$ cat src/rtl/cpu_result_logger.sv
// CPU status snapshot logger: captures changed status bytes into a small FIFO and
// sends them out as UART-style frames. Define LOGGER_PARITY_EN to add an even parity bit.
module cpu_result_logger #(
    parameter int unsigned CLKS_PER_BIT = 4,
    parameter int unsigned FIFO_DEPTH   = 4
) (
    input  logic       clk,
    input  logic       rst_n,
    input  logic [7:0] status_in,
    input  logic       capture_en,
    input  logic       drop_clr,
    output logic       tx,
    output logic       tx_busy,
    output logic [3:0] fifo_count,
    output logic       dropped
);

    localparam int unsigned PTR_W      = $clog2(FIFO_DEPTH);
    localparam int unsigned CNT_W      = 8;
    localparam logic [CNT_W-1:0] BIT_LAST = CNT_W'(CLKS_PER_BIT - 1);
    localparam logic [3:0]  FULL_COUNT = 4'(FIFO_DEPTH);

`ifdef LOGGER_PARITY_EN
    typedef enum logic [2:0] {IDLE, START, DATA, PARITY, STOP} tx_state_t;
`else
    typedef enum logic [2:0] {IDLE, START, DATA, STOP} tx_state_t;
`endif

    logic [7:0]       mem [FIFO_DEPTH];
    logic [PTR_W-1:0] wr_ptr;
    logic [PTR_W-1:0] rd_ptr;
    logic [7:0]       last_status;
    logic             captured;

    tx_state_t        state;
    tx_state_t        state_nx;
    logic [CNT_W-1:0] clk_cnt;
    logic [CNT_W-1:0] clk_cnt_nx;
    logic [2:0]       bit_idx;
    logic [2:0]       bit_idx_nx;
    logic [7:0]       shreg;
    logic [7:0]       shreg_nx;
    logic             tx_nx;
    logic             busy_nx;

    logic             full_c;
    logic             capture_c;
    logic             pop_c;
    logic             push_c;
    logic             drop_c;
    logic             bit_end_c;

    // Change detection and FIFO admission; a pop on the same edge frees a slot.
    always_comb begin
        full_c    = (fifo_count == FULL_COUNT);
        capture_c = capture_en && (!captured || (status_in != last_status));
        push_c    = capture_c && (!full_c || pop_c);
        drop_c    = capture_c && full_c && !pop_c;
    end

    // Transmitter next-state, pop request and registered-output precomputation.
    always_comb begin
        state_nx   = state;
        clk_cnt_nx = clk_cnt + CNT_W'(1);
        bit_idx_nx = bit_idx;
        shreg_nx   = shreg;
        pop_c      = 1'b0;
        bit_end_c  = (clk_cnt == BIT_LAST);

        case (state)
            IDLE: begin
                clk_cnt_nx = '0;
                if (fifo_count != 4'd0) begin
                    pop_c    = 1'b1;
                    shreg_nx = mem[rd_ptr];
                    state_nx = START;
                end
            end
            START: begin
                if (bit_end_c) begin
                    clk_cnt_nx = '0;
                    bit_idx_nx = 3'd0;
                    state_nx   = DATA;
                end
            end
            DATA: begin
                if (bit_end_c) begin
                    clk_cnt_nx = '0;
                    if (bit_idx == 3'd7) begin
`ifdef LOGGER_PARITY_EN
                        state_nx = PARITY;
`else
                        state_nx = STOP;
`endif
                    end else begin
                        bit_idx_nx = bit_idx + 3'd1;
                    end
                end
            end
`ifdef LOGGER_PARITY_EN
            PARITY: begin
                if (bit_end_c) begin
                    clk_cnt_nx = '0;
                    state_nx   = STOP;
                end
            end
`endif
            STOP: begin
                if (bit_end_c) begin
                    clk_cnt_nx = '0;
                    if (fifo_count != 4'd0) begin
                        pop_c    = 1'b1;
                        shreg_nx = mem[rd_ptr];
                        state_nx = START;
                    end else begin
                        state_nx = IDLE;
                    end
                end
            end
            default: begin
                clk_cnt_nx = '0;
                state_nx   = IDLE;
            end
        endcase

        // Line level follows the state being entered so tx lines up with the state.
        case (state_nx)
            START:   tx_nx = 1'b0;
            DATA:    tx_nx = shreg_nx[bit_idx_nx];
`ifdef LOGGER_PARITY_EN
            PARITY:  tx_nx = ^shreg_nx;
`endif
            default: tx_nx = 1'b1;
        endcase
        busy_nx = (state_nx != IDLE);
    end

    always_ff @(posedge clk) begin
        if (!rst_n) begin
            state       <= IDLE;
            clk_cnt     <= '0;
            bit_idx     <= '0;
            shreg       <= '0;
            tx          <= 1'b1;
            tx_busy     <= 1'b0;
            wr_ptr      <= '0;
            rd_ptr      <= '0;
            fifo_count  <= '0;
            dropped     <= 1'b0;
            last_status <= '0;
            captured    <= 1'b0;
        end else begin
            state      <= state_nx;
            clk_cnt    <= clk_cnt_nx;
            bit_idx    <= bit_idx_nx;
            shreg      <= shreg_nx;
            tx         <= tx_nx;
            tx_busy    <= busy_nx;
            fifo_count <= fifo_count + 4'(push_c) - 4'(pop_c);
            if (push_c) wr_ptr <= wr_ptr + PTR_W'(1);
            if (pop_c)  rd_ptr <= rd_ptr + PTR_W'(1);
            if (capture_c) begin
                last_status <= status_in;
                captured    <= 1'b1;
            end
            if (drop_clr)    dropped <= 1'b0;
            else if (drop_c) dropped <= 1'b1;
        end
    end

    // Storage needs no reset; entries are only read after being written.
    always_ff @(posedge clk) begin
        if (rst_n && push_c) mem[wr_ptr] <= status_in;
    end

endmodule

$ cat config.mk
export PLATFORM = sky130hd
export DESIGN_NAME = cpu_result_logger
export DESIGN_NICKNAME = d
export VERILOG_FILES = /design/src/rtl/cpu_result_logger.sv
export SDC_FILE = /design/constraint.sdc
export NUM_CORES = 1
export LEC_CHECK = 0
export ABC_CLOCK_PERIOD_IN_PS = 3000
export CAP_MARGIN = 20
export CORE_MARGIN = 4
export CORE_UTILIZATION = 53
export DETAILED_ROUTE_END_ITERATION = 12
export PLACE_DENSITY = 0.73
export SYNTH_ARGS = -nofsm -noshare
export SYNTH_HDL_FRONTEND = slang
export SYNTH_SLANG_ARGS = --single-unit
$ cat constraint.sdc
create_clock -name clk -period 3 [get_ports clk]
set_input_delay 0.45 -clock clk [delete_from_list [all_inputs] [get_ports clk]]
set_output_delay 0.45 -clock clk [all_outputs]
set_load 0.1 [all_outputs]
==> flow_summary.json, run 1 <==
{
  "diodes": 0,
  "arrival_ns": 3.04,
  "cp-start-kind": "flip-flop",
  "fmax_ghz": 0.357,
  "fin_cells": 402,
  "synthMostInstantiatedCell": "dfxtp_1",
  "synth_top_area_share_pct": 28.0,
  "drive_gt1_share_pct": 21.8,
  "end_kind": "flip-flop",
  "path_max_fanout": 4,
  "area_growth_pct": 16.1,
  "firstDrtPassIters": 4,
  "yosys.area_share.xor_xnor_pct": 5.11,
  "ant_nets": 0,
  "grt_remaining_overflow": 0,
  "grt_first_pass_wirelength_um": 10000,
  "ys.flop_type": "dfxtp_1",
  "ir_worst_vdd_v": 0.000487,
  "synth_common_cells": "dfxtp_1, edfxtp_1, nor2_1",
  "synth_top_family_by_area": "simple AND/OR/NAND/NOR gates",
  "clock_sinks": 76,
  "clkSlewWorstSetupHoldPaths_ns": 0.09,
  "wl_um": 5910,
  "routedWlPerCell_um": 14.7,
  "io_pins": 19,
  "synth.mux.area_fraction_pct": 9.05,
  "cts_tree": "built",
  "synth_cells": 284,
  "leakage_nw": 1.50,
  "synth.avg_cell_area_um2": 12.1,
  "outcome": "completed",
  "crit_required_ns": 3.24,
  "synth-seq-area-share_pct": 53.7,
  "die_w_um": 88.4,
  "synthAdderAreaFrac_pct": 4.60,
  "syn-cell-area_mm2": 0.00343,
  "die_area_mm2": 0.00782,
  "ys_seq_elements": 76,
  "place_inst": 386,
  "grt_antenna_before_repair": 0,
  "slew-limit-headroom_pct": 64.3,
  "finalCriticalPeriod_ns": 2.80,
  "yosys.area_share.simple_pct": 15.5,
  "synth_nets": 308,
  "cap_violations": 0,
  "max_slew.worst_pin.slew_ns": 0.531,
  "fin_skew_ns": 0.00541,
  "yosys_warnings": 0,
  "holdWs_ns": 0.441,
  "clk_latency_ns": 0.35,
  "intPower_mw": 1.97,
  "synth_edf_count": 32,
  "initial_core_util_pct": 54.3,
  "drc": 0,
  "cts_buffer_depth": 2,
  "vias_per_cell": 5.35,
  "core_area_mm2": 0.00631,
  "rows": 29,
  "p_seq_share_pct": 43.2,
  "pwr-share-comb_pct": 29.9,
  "drv_slew": 0,
  "fin_nets": 344,
  "crit_slowest_cell": "or4b_4",
  "root_buffer": "clkbuf_8",
  "async_reset_ff_share_pct": 0,
  "grt_pass1_vias": 2105,
  "rsz0062_at_grt": "false",
  "fin_crit_sh_pct": 93.5,
  "finalCoreUtilization_pct": 63.1,
  "portBuffers": 18,
  "cts_max_level": 3,
  "netSwitchingFraction_pct": 34.5,
  "crit_buf_inv": 0,
  "cp_top_family": "simple AND/OR/NAND/NOR gates",
  "cp_slowest_stage_delay_ns": 0.49,
  "synth.largest_area_cell": "edfxtp_1",
  "final_hold_viol_count": 0,
  "p_clk_share_pct": 26.9,
  "tns_ns": 0,
  "setup_ws_ns": 0.196,
  "synth.distinct_cells": 58,
  "cts_made_buffers": 9,
  "hold_class": "reg2reg",
  "place.gp.congestion": 0.773,
  "synthTopCellsByArea": "edfxtp_1, dfxtp_1, mux4_2, ha_1, xor2_1",
  "post-dp-hpwl_um": 4150,
  "postCtsSetupRepairBufs": 0,
  "vias": 2151,
  "die_h_um": 88.4,
  "setup_viol": 0,
  "powerDensity_mw_per_mm2": 754,
  "path_cells": "ha_1, or4b_4, o31ai_4, nand2_2, nand3_1, nor2b_2, nand2_1, nand2_1, ha_1, fa_1, and2_1",
  "place_ws_ns": -0.0576,
  "path_class": "reg2reg",
  "p_sw_mw": 1.03,
  "drt-initial-drc-count": 62,
  "fill_cells": 502,
  "grt.total_usage_pct": 17.2,
  "grt_max_degree": 25,
  "synth_compound_area_share_pct": 9.42
}
-- area by class of cell --
class / count / area [µm²] / share of cell area [%]
multi-input cells: 189 / 1500 / 37.8
flip-flops and latches: 76 / 1850 / 46.4
inverters: 8 / 30.0 / 0.754
repair buffers: 36 / 298 / 7.48
clock buffers: 9 / 124 / 3.11
clock inverters: 7 / 83.8 / 2.11
well taps: 77 / 96.3 / 2.42
-- final timing paths --
| path | from | endpoint | slack (ns) | depth (start not counted) |
|---|---|---|---|---|
| worst max-delay path | clk_cnt[1]$_SDFF_PP0_ | fifo_count[1]$_SDFF_PN0_ | 0.20 | 11 |
| worst min-delay path | clk_cnt[0]$_SDFF_PP0_ | clk_cnt[0]$_SDFF_PP0_ | 0.44 | 1 |
| worst max register to register | clk_cnt[1]$_SDFF_PP0_ | fifo_count[1]$_SDFF_PN0_ | 0.20 | 11 |
| worst min register to register | clk_cnt[0]$_SDFF_PP0_ | clk_cnt[0]$_SDFF_PP0_ | 0.44 | 1 |
-- stage by stage --
stage / power [mW] / instance area (µm²)
after floorplan: 2.01 / 3430
after global placement: 2.20 / 3770
after detailed placement: 2.22 / 3770
after CTS: 3.04 / 3980
after global routing: 3.19 / 3980
final: 3.00 / 3980
-- metal layers --
metal,part of all wire (%),global-route usage [%],vias up
li1,-,-,1090
met3,3.1,4.75,8
met5,0,0,-
met1,46,21.6,1029
met4,1.7,7.42,0
met2,49,28.0,24
-- flip-flops by register name (all words and copies together) (netlist names), 2 cells and up, named ones only --
register,count
shreg,8
state,3
last_status,8
mem,32
fifo_count,4
bit_idx,3
wr_ptr,2
clk_cnt,8
rd_ptr,2
-- power by group through the flow --
stage,clock (mW),combinational [mW],sequential (mW)
floorplan,0,0.529,1.48
global placement,0,0.880,1.33
detailed placement,0,0.895,1.33
CTS,0.833,0.905,1.30
global route,0.885,0.983,1.32
finish,0.807,0.897,1.30
-- layout by cell type, fill, tap and decap left out, drive strengths merged, types with 3 or more instances in the layout --
cell,count
a211oi,4
nor2b,12
clkbuf,9
a211o,3
ha,11
edfxtp,32
or3,3
buf,25
mux2i,13
and2,12
xnor2,5
o21ai,6
xor2,15
mux4,8
nand2,20
a21boi,6
inv,11
clkdlybuf4s50,11
nand3,13
and3,7
dfxtp,44
nor2,19
-- cells by family after synthesis --
logic type / after synthesis
mux: 21
xor+xnor: 20
simple gates: 97
buf+inv: 19
flops: 76
other cells: 1
compound gates: 38
fa+ha+maj: 12
-- worst reg2reg max path: stages (launching register included) --
cell and delay, ns:
dfxtp_1 0.38, ha_1 0.17, or4b_4 0.49, o31ai_4 0.32, nand2_2 0.12, nand3_1 0.13
nor2b_2 0.17, nand2_1 0.06, nand2_1 0.06, ha_1 0.18, fa_1 0.43, and2_1 0.18
-- what timing repair did --
| action | 4_1_cts | 5_1_grt |
|---|---|---|
| hold buffers | 0 | 0 |
| endpoints found under the setup margin | 0 | 1 |
| gates resized for setup | 0 | 2 |
No activity file was read; power rests on OpenSTA's default activity.
==> run 2, diff against run 1 <==
--- a/config.mk
+++ b/config.mk
@@ -10,6 +10,7 @@
 export CORE_MARGIN = 4
 export CORE_UTILIZATION = 53
 export DETAILED_ROUTE_END_ITERATION = 12
+export MAX_ROUTING_LAYER = met4
 export PLACE_DENSITY = 0.73
 export SYNTH_ARGS = -nofsm -noshare
 export SYNTH_HDL_FRONTEND = slang
==> run 2 against run 1 <==
First-iteration DRC count decreased by 8.1%; non-clock buffer count unchanged; critical path depth unchanged; register-to-register slack barely moved; critical endpoint unchanged; largest cell class unchanged; count of clock-buffer cells in the layout stayed put; combinational power about the same.
==> flow_summary.json, run 2 (synthesis gave the netlist of run 1 again) <==
{
  "outcome": "completed",
  "grt_first_pass_wirelength_um": 10000,
  "diodes": 0,
  "die_h_um": 88.4,
  "critPathLaunch": "clk_cnt[1]$_SDFF_PP0_",
  "p_clk_share_pct": 26.9,
  "cp-start-kind": "flip-flop",
  "clk_latency_ns": 0.35,
  "slew-limit-headroom_pct": 64.3,
  "die_w_um": 88.4,
  "p_seq_share_pct": 43.2,
  "place_ws_ns": -0.0576,
  "final_hold_viol_count": 0,
  "arrival_ns": 3.04,
  "grt_antenna_before_repair": 0,
  "fmax_ghz": 0.357,
  "cts_buffer_depth": 2,
  "rsz0062_at_grt": "false",
  "path_class": "reg2reg",
  "crit_required_ns": 3.24,
  "grt.total_usage_pct": 17.7,
  "pwr-share-comb_pct": 29.9,
  "rows": 29,
  "root_buffer": "clkbuf_8",
  "max_slew.worst_pin.slew_ns": 0.531,
  "setup_viol": 0,
  "powerDensity_mw_per_mm2": 754,
  "end_kind": "flip-flop",
  "routedWlPerCell_um": 14.6,
  "cts_made_buffers": 9,
  "hold_class": "reg2reg",
  "ant_nets": 0,
  "firstDrtPassIters": 4,
  "top_register": "mem",
  "largest_register_ffs": 32,
  "drc": 0,
  "path_max_fanout": 4,
  "drive_gt1_share_pct": 21.8,
  "grt_max_degree": 25,
  "final_cell_mix": "dfxtp_1, edfxtp_1, buf_4, nor2_1, nand2_1",
  "final_common_cell": "dfxtp_1",
  "drt-initial-drc-count": 57,
  "post-dp-hpwl_um": 4150,
  "fin_skew_ns": 0.00580,
  "leakage_nw": 1.50,
  "cts_hold_buf": 0,
  "drv_slew": 0,
  "core_area_mm2": 0.00631,
  "cts_tree": "built",
  "setup_ws_ns": 0.199,
  "place_area_mm2": 0.00377,
  "clock_sinks": 76,
  "p_sw_mw": 1.03,
  "area_growth_pct": 16.1,
  "portBuffers": 18,
  "postCtsSetupRepairBufs": 0,
  "cap_violations": 0,
  "io_pins": 19,
  "fin_crit_sh_pct": 93.4,
  "vias_per_cell": 5.33,
  "die_area_mm2": 0.00782,
  "clkSlewWorstSetupHoldPaths_ns": 0.09,
  "holdWs_ns": 0.441,
  "place.gp.congestion": 0.783,
  "min_from": "clk_cnt[0]$_SDFF_PP0_",
  "grt_pass1_vias": 2111,
  "tns_ns": 0,
  "vias": 2142,
  "intPower_mw": 1.97,
  "timing.rr.start": "clk_cnt[1]$_SDFF_PP0_",
  "fin_area_mm2": 0.00398,
  "cts_resized": 0,
  "initial_core_util_pct": 54.3,
  "fin_nets": 344,
  "ir_worst_vdd_v": 0.000487,
  "netSwitchingFraction_pct": 34.5,
  "cts_max_level": 3,
  "wl_um": 5890,
  "finalCriticalPeriod_ns": 2.80,
  "grt_remaining_overflow": 0
}
==> run 2: cell counts in the layout (fill, tap and decap cells not counted) <==
No cell type changed its count.
==> run 2: cell type report <==
class	instances	area [µm²]
Multi-Input combinational cell	189	1500
Clock inverter	7	83.8
Sequential cell	76	1850
Inverter	8	30.0
Fill cell	502	2330
Clock buffer	9	124
Timing Repair Buffer	36	298
Tap cell	77	96.3
==> run 2: layer usage <==
layer | GRT usage (%) | wire (µm)
met1 | 21.6 | 2720
met2 | 28.0 | 2890
met3 | 4.66 | 180
met4 | 7.42 | 97
met5 | - | 0
==> run 2: final timing paths <==
check | endpoint | slack (ns) | cells past startpoint
setup reg to reg | fifo_count[1]$_SDFF_PN0_ | 0.20 | 11
hold reg to reg | clk_cnt[0]$_SDFF_PP0_ | 0.44 | 1
setup / recovery | fifo_count[1]$_SDFF_PN0_ | 0.20 | 11
hold / removal | clk_cnt[0]$_SDFF_PP0_ | 0.44 | 1
==> run 2: stage by stage <==
| stage | cells | power, mW | util [%] |
|---|---|---|---|
| after floorplan | 284 | 2.01 | - |
| after global placement | 386 | 2.20 | 59.7 |
| after detailed placement | 386 | 2.22 | 59.7 |
| after CTS | 402 | 3.04 | 63.0 |
| after global routing | 402 | 3.19 | 63.1 |
| final | 402 | 3.00 | 63.1 |
==> run 2: worst max-delay path, cell delays in order, from the launching register on <==
cell,delay [ns]
dfxtp_1,0.38
ha_1,0.17
or4b_4,0.49
o31ai_4,0.32
nand2_2,0.12
nand3_1,0.13
nor2b_2,0.17
nand2_1,0.06
nand2_1,0.06
ha_1,0.18
fa_1,0.43
and2_1,0.18
==> run 2: power by group through the flow <==
stage	clock [mW]	combinational [mW]	sequential, mW
2_1_floorplan	0	0.529	1.48
3_3_place_gp	0	0.880	1.33
3_5_place_dp	0	0.895	1.33
4_1_cts	0.833	0.905	1.30
5_1_grt	0.885	0.983	1.32
6_report	0.808	0.896	1.30
==> run 3, diff against run 2 <==
==> config.mk (replaced) <==
export PLATFORM = sky130hd
export DESIGN_NAME = cpu_result_logger
export DESIGN_NICKNAME = d
export VERILOG_FILES = /design/src/rtl/cpu_result_logger.sv
export SDC_FILE = /design/constraint.sdc
export NUM_CORES = 1
export LEC_CHECK = 0
export ABC_CLOCK_PERIOD_IN_PS = 2800
export CAP_MARGIN = 20
export CORE_MARGIN = 4
export CORE_UTILIZATION = 59
export DETAILED_ROUTE_END_ITERATION = 12
export MAX_ROUTING_LAYER = met4
export PLACE_DENSITY = 0.77
export SYNTH_ARGS = -nofsm -noshare
export SYNTH_HDL_FRONTEND = slang
export SYNTH_SLANG_ARGS = --single-unit
==> constraint.sdc (replaced) <==
create_clock -name clk -period 2.8 [get_ports clk]
set_input_delay 0.42 -clock clk [delete_from_list [all_inputs] [get_ports clk]]
set_output_delay 0.42 -clock clk [all_outputs]
set_load 0.1 [all_outputs]
==> run 3 against run 2 <==
Die area fell by 9.3%; clock power up 11%; power up 12%; first-iteration DRC count is 140% higher; final cell count is 0.25% higher; count of clock-buffer cells in the layout unchanged; largest cell class unchanged; clock skew is 0.0029 ns higher; sequential share of layout area decreased by 0.85 points; hold slack better by 0.018 ns; critical path depth unchanged; via count rose by 5.5%; sequential cell count stayed put.
==> flow_summary.json, run 3 (synthesis gave the netlist of run 1 again) <==
{
  "outcome": "completed",
  "place_area_mm2": 0.00378,
  "cts_tree": "built",
  "slew-limit-headroom_pct": 60.9,
  "place.gp.congestion": 0.822,
  "drive_gt1_share_pct": 26.6,
  "io_pins": 19,
  "final_cell_mix": "dfxtp_1, edfxtp_1, buf_4, nor2_1, xor2_1",
  "setup_ws_ns": 0.0814,
  "clkSlewWorstSetupHoldPaths_ns": 0.09,
  "final_hold_viol_count": 0,
  "leakage_nw": 1.54,
  "die_w_um": 84.2,
  "grt_remaining_overflow": 0,
  "timing.rr.end": "fifo_count[1]$_SDFF_PN0_",
  "cap_violations": 0,
  "core_area_mm2": 0.00557,
  "cts_made_buffers": 9,
  "vias": 2260,
  "cp-start-kind": "flip-flop",
  "fin_nets": 350,
  "fmax_ghz": 0.368,
  "fin_cells": 403,
  "hold_depth": 2,
  "timing.rr.start": "clk_cnt[1]$_SDFF_PP0_",
  "r2r_slack_ns": 0.08,
  "rr_worst_depth": 11,
  "path_class": "reg2reg",
  "final_common_cell": "dfxtp_1",
  "post-dp-hpwl_um": 4390,
  "grt_pass1_vias": 2115,
  "min_from": "shreg[0]$_SDFF_PN0_",
  "holdPathEnd": "shreg[0]$_SDFF_PN0_",
  "seq_area_mm2": 0.00185,
  "multi_input_area_mm2": 0.00154,
  "initial_core_util_pct": 61.5,
  "end_kind": "flip-flop",
  "holdWs_ns": 0.459,
  "drc": 0,
  "grt_antenna_before_repair": 0,
  "max_slew.worst_pin.slew_ns": 0.581,
  "top_register": "mem",
  "root_buffer": "clkbuf_8",
  "powerDensity_mw_per_mm2": 827,
  "finalCriticalPeriod_ns": 2.72,
  "grt_max_degree": 23,
  "grt_first_pass_wirelength_um": 10300,
  "fin_area_mm2": 0.00406,
  "die_h_um": 84.2,
  "ir_worst_vdd_v": 0.000578,
  "wl_um": 6350,
  "fill_cells": 376,
  "clock_sinks": 76,
  "grt.total_usage_pct": 19.2,
  "largest_register_ffs": 32,
  "routedWlPerCell_um": 15.7,
  "drv_slew": 0,
  "rows": 27,
  "vias_per_cell": 5.61,
  "die_area_mm2": 0.00709,
  "place_inst": 383,
  "diodes": 0,
  "ant_nets": 0,
  "firstDrtPassIters": 4,
  "finalPower_mw": 3.36,
  "cts_buffer_depth": 2,
  "place_ws_ns": -0.310,
  "setup_viol": 0,
  "hold_class": "reg2reg",
  "clk_latency_ns": 0.35,
  "cts_max_level": 3,
  "arrival_ns": 2.96,
  "fin_crit_sh_pct": 97.1,
  "drt-initial-drc-count": 138,
  "fin_skew_ns": 0.00870,
  "portBuffers": 18,
  "area_growth_pct": 18.5,
  "crit_required_ns": 3.04,
  "path_max_fanout": 3
}
==> run 3: changes by cell type in the layout (fill, tap and decap cells not counted), moves of 2 or more <==
cell      before  now
buf_4         25   31
dfxtp_1       41   38
dfxtp_2        3    6
nand2_1       17   14
nand2_2        3    6
clkinv_4       2    0
ha_1          11    9
inv_6          2    4
==> run 3: cell type report <==
cell class,instances,share of cell area [%]
clock buffers,9,3.05
flip-flops and latches,76,45.5
clock inverters,7,2.16
multi-input cells,189,37.9
repair buffers,42,8.41
inverters,8,0.739
well taps,72,2.22
==> run 3: worst max-delay path, stage by stage, from the launching register on <==
cell and delay [ns]:
dfxtp_2 0.35, ha_2 0.17, or4b_4 0.48, o31ai_4 0.30, nand2_2 0.12, nand3_2 0.10
nor2b_4 0.17, nand2_2 0.07, nand2_2 0.09, ha_4 0.15, fa_2 0.43, and2_4 0.17
==> run 3: per-stage QoR <==
step / utilization [%] / TNS [ns]
after floorplan: - / 0
after global placement: 67.8 / -0.622
after detailed placement: 67.8 / -0.691
after CTS: 71.8 / 0
after global routing: 72.9 / -0.0431
final: 72.9 / 0
==> run 3: report_power, final <==
part | switching, mW | total [mW] | internal (mW)
registers | 0.104 | 1.39 | 1.29
logic | 0.624 | 1.08 | 0.453
clock network | 0.456 | 0.893 | 0.437
==> run 3: worst max-delay path by stage <==
stage / from / endpoint / cells past startpoint
6_report: clk_cnt[1]$_SDFF_PP0_ / fifo_count[1]$_SDFF_PN0_ / 11
2_1_floorplan: clk_cnt[0]$_SDFF_PP0_ / fifo_count[1]$_SDFF_PN0_ / 12
3_3_place_gp: status_in[3] / fifo_count[2]$_SDFF_PN0_ / 13
3_5_place_dp: status_in[3] / fifo_count[2]$_SDFF_PN0_ / 13
5_1_grt: clk_cnt[1]$_SDFF_PP0_ / fifo_count[1]$_SDFF_PN0_ / 11
4_1_cts: clk_cnt[1]$_SDFF_PP0_ / fifo_count[1]$_SDFF_PN0_ / 11
==> run 3: repair_timing <==
action	CTS	global route
pin swaps	1	3
hold buffers	0	0
resized for setup	3	11
buffers inserted	1	3
setup endpoints to repair	2	3
==> run 3: per-layer routing <==
metal / GRT usage, % / vias to the layer above / part of all wire (%)
met4: 7.46 / 0 / 1.1
li1: - / 1110 / -
met1: 24.3 / 1100 / 46
met2: 30.8 / 43 / 50
met3: 3.24 / 7 / 3.2
met5: - / - / 0
